`src/rtl/instr_fetch_pkg.sv`:
```
// rtl/instr_fetch_pkg.sv - shared fetch constants, state encoding and PC helpers
package instr_fetch_pkg;

    localparam int          ROM_ADDRESS_BITWIDTH = 8;
    localparam logic [31:0] ROM_SIZE             = 32'd256;
    localparam logic [31:0] PC_INC               = 32'd4;

    typedef enum logic [1:0] {
        S_BOOT,
        S_RUN,
        S_HALT,
        S_FAULT
    } fetch_state_e;

    function automatic logic [31:0] word_align(input logic [31:0] addr);
        return addr & ~32'd3;
    endfunction

endpackage

```
`src/rtl/instr_fetch_if.sv`:
```
// rtl/instr_fetch_if.sv - ROM port, decode handshake and control signals of the fetch unit
interface instr_fetch_if;
    import instr_fetch_pkg::*;

    logic [ROM_ADDRESS_BITWIDTH-1:0] rom_address;
    logic [31:0]                     rom_data;
    logic [31:0]                     inst;
    logic [31:0]                     inst_pc;
    logic                            inst_valid;
    logic                            inst_ready;
    logic                            redirect_valid;
    logic [31:0]                     redirect_pc;
    logic                            halt_req;
    logic                            halted;
    logic                            fetch_fault;
    logic [31:0]                     fetch_count;

    modport master (
        output rom_address, inst, inst_pc, inst_valid, halted, fetch_fault, fetch_count,
        input  rom_data, inst_ready, redirect_valid, redirect_pc, halt_req
    );

    modport slave (
        input  rom_address, inst, inst_pc, inst_valid, halted, fetch_fault, fetch_count,
        output rom_data, inst_ready, redirect_valid, redirect_pc, halt_req
    );
endinterface

```
`src/rtl/instr_fetch.sv`:
```
// rtl/instr_fetch.sv - instruction fetch unit driving a registered ROM and a valid/ready decode port
module instr_fetch
    import instr_fetch_pkg::*;
#(
    parameter logic [31:0] RESET_PC = 32'h0000_0000
) (
    input  logic           clk,
    input  logic           reset_n,
    instr_fetch_if.master  fif
);

    fetch_state_e r_state;
    logic [31:0]  r_pc;
    logic [31:0]  r_count;

    logic         w_oob;
    logic         w_valid;
    logic         w_transfer;
    logic [31:0]  w_target;
    logic [31:0]  w_next_pc;

    always_comb begin
        w_target   = word_align(fif.redirect_pc);
        w_oob      = (r_pc >= ROM_SIZE);
        w_valid    = reset_n && (r_state == S_RUN) && !fif.redirect_valid && !w_oob;
        w_transfer = w_valid && fif.inst_ready;
        // The ROM is addressed with the PC we will hold next cycle, so its
        // registered output always lines up with r_pc while running.
        w_next_pc  = r_pc;
        if (!reset_n) begin
            w_next_pc = RESET_PC;
        end else begin
            case (r_state)
                S_BOOT:  w_next_pc = fif.redirect_valid ? w_target : RESET_PC;
                S_RUN: begin
                    if (fif.redirect_valid)
                        w_next_pc = w_target;
                    else if (w_transfer && !fif.halt_req)
                        w_next_pc = r_pc + PC_INC;
                end
                default: if (fif.redirect_valid) w_next_pc = w_target;
            endcase
        end
    end

    always_ff @(posedge clk) begin
        r_pc <= w_next_pc;
        if (!reset_n) begin
            r_state <= S_BOOT;
            r_count <= 32'd0;
        end else begin
            if (w_transfer)
                r_count <= r_count + 32'd1;
            case (r_state)
                S_BOOT: r_state <= S_RUN;
                S_RUN: begin
                    if (fif.redirect_valid)
                        r_state <= S_RUN;
                    else if (w_oob)
                        r_state <= S_FAULT;
                    else if (w_transfer && fif.halt_req)
                        r_state <= S_HALT;
                end
                default: if (fif.redirect_valid) r_state <= S_RUN;
            endcase
        end
    end

    assign fif.rom_address = w_next_pc[ROM_ADDRESS_BITWIDTH-1:0];
    assign fif.inst        = fif.rom_data;
    assign fif.inst_pc     = r_pc;
    assign fif.inst_valid  = w_valid;
    assign fif.halted      = reset_n && (r_state == S_HALT);
    assign fif.fetch_fault = reset_n && (r_state == S_FAULT);
    assign fif.fetch_count = r_count;

endmodule

```
`src/flat_wrapper.sv`:
```
// flat-port wrapper written by rule: the top's interface ports become plain ports
module instr_fetch_flat import instr_fetch_pkg::*;
#(
    parameter logic [31:0] RESET_PC = 32'h0000_0000
)
  (clk, reset_n, fif_rom_address, fif_inst, fif_inst_pc, fif_inst_valid, fif_halted, fif_fetch_fault, fif_fetch_count, fif_rom_data, fif_inst_ready, fif_redirect_valid, fif_redirect_pc, fif_halt_req);
  instr_fetch_if fif_i ();
  input  logic clk;
  input  logic reset_n;
  output wire logic [$bits(fif_i.rom_address)-1:0] fif_rom_address;
  output wire logic [$bits(fif_i.inst)-1:0] fif_inst;
  output wire logic [$bits(fif_i.inst_pc)-1:0] fif_inst_pc;
  output wire logic [$bits(fif_i.inst_valid)-1:0] fif_inst_valid;
  output wire logic [$bits(fif_i.halted)-1:0] fif_halted;
  output wire logic [$bits(fif_i.fetch_fault)-1:0] fif_fetch_fault;
  output wire logic [$bits(fif_i.fetch_count)-1:0] fif_fetch_count;
  input wire logic [$bits(fif_i.rom_data)-1:0] fif_rom_data;
  input wire logic [$bits(fif_i.inst_ready)-1:0] fif_inst_ready;
  input wire logic [$bits(fif_i.redirect_valid)-1:0] fif_redirect_valid;
  input wire logic [$bits(fif_i.redirect_pc)-1:0] fif_redirect_pc;
  input wire logic [$bits(fif_i.halt_req)-1:0] fif_halt_req;
  assign fif_rom_address = fif_i.rom_address;
  assign fif_inst = fif_i.inst;
  assign fif_inst_pc = fif_i.inst_pc;
  assign fif_inst_valid = fif_i.inst_valid;
  assign fif_halted = fif_i.halted;
  assign fif_fetch_fault = fif_i.fetch_fault;
  assign fif_fetch_count = fif_i.fetch_count;
  assign fif_i.rom_data = fif_rom_data;
  assign fif_i.inst_ready = fif_inst_ready;
  assign fif_i.redirect_valid = fif_redirect_valid;
  assign fif_i.redirect_pc = fif_redirect_pc;
  assign fif_i.halt_req = fif_halt_req;
  instr_fetch #(.RESET_PC(RESET_PC)) u_core (.clk(clk), .reset_n(reset_n), .fif(fif_i));
endmodule
```
`config.mk`:
```
export PLATFORM = sky130hd
export DESIGN_NAME = instr_fetch_flat
export DESIGN_NICKNAME = d
export VERILOG_FILES = /design/src/rtl/instr_fetch_pkg.sv /design/src/rtl/instr_fetch_if.sv /design/src/rtl/instr_fetch.sv /design/src/flat_wrapper.sv
export SDC_FILE = /design/constraint.sdc
export NUM_CORES = 1
export LEC_CHECK = 0
export CELL_PAD_IN_SITES_DETAIL_PLACEMENT = 2
export CELL_PAD_IN_SITES_GLOBAL_PLACEMENT = 2
export CORE_MARGIN = 5
export CORE_UTILIZATION = 24
export CTS_CLUSTER_DIAMETER = 100
export DETAILED_ROUTE_END_ITERATION = 10
export GPL_TIMING_DRIVEN = 1
export MAX_ROUTING_LAYER = met4
export PLACE_DENSITY = 0.87
export SETUP_SLACK_MARGIN = 0.15
export SLEW_MARGIN = 0
export SYNTH_ARGS = -nofsm -noshare
export SYNTH_HDL_FRONTEND = slang
export SYNTH_SLANG_ARGS = --single-unit
```
`constraint.sdc`:
```
create_clock -name clk -period 5 [get_ports clk]
set_input_delay 1.25 -clock clk [delete_from_list [all_inputs] [get_ports clk]]
set_output_delay 1.25 -clock clk [all_outputs]
set_load 0.005 [all_outputs]
```
==> results.yml <==
sta:
  fin_crit_ns: 4.78
  finalWorstSetupSlack_ns: 0.221
  period_share: 0.956
  fmaxAchievable_ghz: 0.209
  setup_viol: 0
  maxSlewHeadroom: 0.286
  worstMarginPinSlew_ns: 1.06
  finClkSkew_ns: 0.00536
  rsz0062_at_grt: "true"
  finalHoldViolCount: 0
  drv_slew: 0
critical_path:
  worstSetupEndpointType: "primary output"
  cp_data_required_time_ns: 3.75
  cp_num_buf_inv: 4
  path_max_fanout: 3
  worstPathArrival_ns: 3.53
  reg2reg_slack_ns: 2.36
  crit_slowest_cell: "clkdlybuf4s50_1"
  reg2reg_from: "u_core.fif.inst_pc[9]$_SDFFE_PN0P_"
  path_cells: "clkdlybuf4s50_1 -> and3b_2 -> nand2_1 -> buf_4 -> nor3_2 -> buf_4 -> mux2i_1 -> a31oi_2 -> clkdlybuf4s50_1"
  r2r_cells: 5
  crit_family: "buffers and inverters"
  crit_type: "in2out"
  slowest_delay_ns: 0.56
  r2r_end: "u_core.fif.fetch_count[24]$_SDFFE_PN0N_"
  start_kind: "primary input"
final_layout:
  nNetsFinal: 603
  area_growth_pct: 40.4
  stdcell_area_mm2: 0.00510
  drive_above_1_share: 0.0858
  antenna_cells: 0
  num-fill-cells: 1680
floorplanning:
  die_w_um: 133
  num_io_pins: 176
  die_y_um: 133
  start_util: 0.241
  core_area_mm2: 0.0150
  die-area_mm2: 0.0177
  rows: 45
yosys:
  syn_nets: 524
  ys_seq_area_frac: 0.364
  yosys_warnings: 0
  avgSynthCellArea_um2: 8.03
  async_flop_share: 0
  ys.flop_type: "dfxtp_1"
  synth_top_area_share: 0.364
  synth-seq-cells: 66
  synth.distinct_cells: 51
  synth-edff-count: 0
  synth_area_leaders: "dfxtp_1, buf_4, nand2_1"
  syn_area_mm2: 0.00363
  synthCells: 452
  yosysTopAreaCell: "dfxtp_1"
global_routing:
  gr-total-overflow: 0
  grtUsageTotal: 0.171
  grt_max_degree: 49
  grt_pass1_wl_mm: 23.5
  antenna_found_initial: 0
  grt_pass1_vias: 4300
cts:
  clk_pin_slew_ns: 0.06
  numCtsBuffers: 9
  cts_max_level: 3
  cts_hold_buf: 0
  cts_tree: "done"
  clock_latency_ns: 0.34
  cts_root_buffer: "clkbuf_16"
  cts.sinks: 66
  post_cts_buffers: 0
  clk_path_buf_depth: 2
route:
  dr.pass1.iters: 4
  num_vias: 3858
  detail_route.wl_per_cell_um: 20.0
  drtIter0Drc: 148
  drc: 0
  routed_wl_mm: 14.5
  vias_per_cell: 5.33
  antenna_left: 0
place:
  port_buffers: 109
  dpl_worst_slack_ns: -0.0230
  dpl_cell_area_mm2: 0.00471
  post-dp-hpwl_mm: 10.4
  place_congestion: 0.806
power_and_ir_drop:
  power.leakage_nw: 1.72
  power_density_mw_per_mm2: 295
  power.total_mw: 1.50
  ir_drop_mv: 0.147
run:
  drv_cap: 0
worst_hold_path:
  hold_start: "u_core.fif.fetch_count[29]$_SDFFE_PN0N_"
  min_to: "u_core.fif.fetch_count[29]$_SDFFE_PN0N_"
  holdPathStages: 2
  hold_path_class: "reg2reg"
status:
  status: "completed"
-- flip-flops by register name (all words and copies together), names as in the netlist --
name	flops
u_core.fif.fetch_count	32
u_core.fif.inst_pc	32
u_core.r_state	2
-- power breakdown --
part / switching, mW / leakage (nW) / internal [mW]
Clock: 0.266 / 0.166 / 0.487
Combinational: 0.0992 / 1.02 / 0.0891
Sequential: 0.0232 / 0.536 / 0.540
-- cell usage after synthesis, types with 6 or more instances --
master	number
mux2i_1	12
nor2_1	33
nand2_1	53
nor3_1	18
a21oi_1	21
buf_4	33
xnor2_1	6
and3_1	7
a21o_1	6
clkbuf_1	14
nand4_1	19
or4_1	7
o31ai_1	6
inv_1	17
nand2b_1	13
a31oi_1	6
nor4_1	17
nand3_1	15
a22oi_1	11
dfxtp_1	66
o21ai_0	11
-- kinds of logic after synthesis --
logic type | Yosys count | share of synthesized area
muxes | 13 | 0.0362
buffers and inverters | 71 | 0.110
xor gates and xnor gates | 8 | 0.0193
AOI/OAI and AO/OA | 93 | 0.174
adders and majority gates | 3 | 0.0103
DFF | 66 | 0.364
and+or+nand+nor | 198 | 0.286
-- metal layers --
layer / vias to the layer above / wire, µm / global-route usage
met5: - / 0 / -
met1: 1935 / 6420 / 0.204
met2: 115 / 7100 / 0.280
met3: 33 / 696 / 0.0430
met4: 0 / 290 / 0.0583
li1: 1775 / - / -
-- worst min-delay path, cell delays in order, from the launching register on --
cell and delay, ns:
dfxtp_1 0.32, nand2_1 0.06, mux2i_1 0.05
-- worst max-delay path by stage --
stage	start	to	slack, ns	cells past startpoint
floorplan	fif_redirect_valid	fif_rom_address[5]	1.04	5
global placement	fif_inst_ready	fif_rom_address[5]	-0.01	7
detailed placement	fif_halt_req	fif_rom_address[5]	-0.02	7
CTS	fif_halt_req	fif_rom_address[5]	0.10	7
global route	fif_halt_req	fif_rom_address[2]	0.09	9
finish	fif_halt_req	fif_rom_address[2]	0.22	9
-- final cells by class --
class                   count  area [µm²]  share of cell area
multi-input cells         315        1950               0.382
flip-flops and latches     66        1320               0.259
repair buffers            122        1190               0.233
well taps                 188         235              0.0462
clock buffers               9         225              0.0442
clock inverters             7         116              0.0228
inverters                  17        63.8              0.0125
-- cell usage in the layout (no fill, tap or decap), drive strengths merged, types with 13 or more instances in the layout --
cell type,instances
nand2,53
dfxtp,66
a21oi,21
buf,14
nor3,18
nand2b,13
nand3,15
nor4,19
inv,18
clkdlybuf4s50,107
nand4,19
nor2,33
-- timing repair --
action,in CTS,in global routing
setup endpoints to repair,4,4
pin swaps,0,1
gates resized for setup,4,5
-- stage by stage --
step / instances / hold slack (ns) / util / TNS [ns]
3_3_place_gp: 708 / 0.451 / 0.313 / -0.00955
2_1_floorplan: 452 / 0.459 / - / 0
6_report: 724 / 0.481 / 0.339 / 0
3_5_place_dp: 708 / 0.478 / 0.313 / -0.0230
4_1_cts: 724 / 0.485 / 0.338 / 0
5_1_grt: 724 / 0.502 / 0.339 / 0
(Power assumes the default switching activity.)
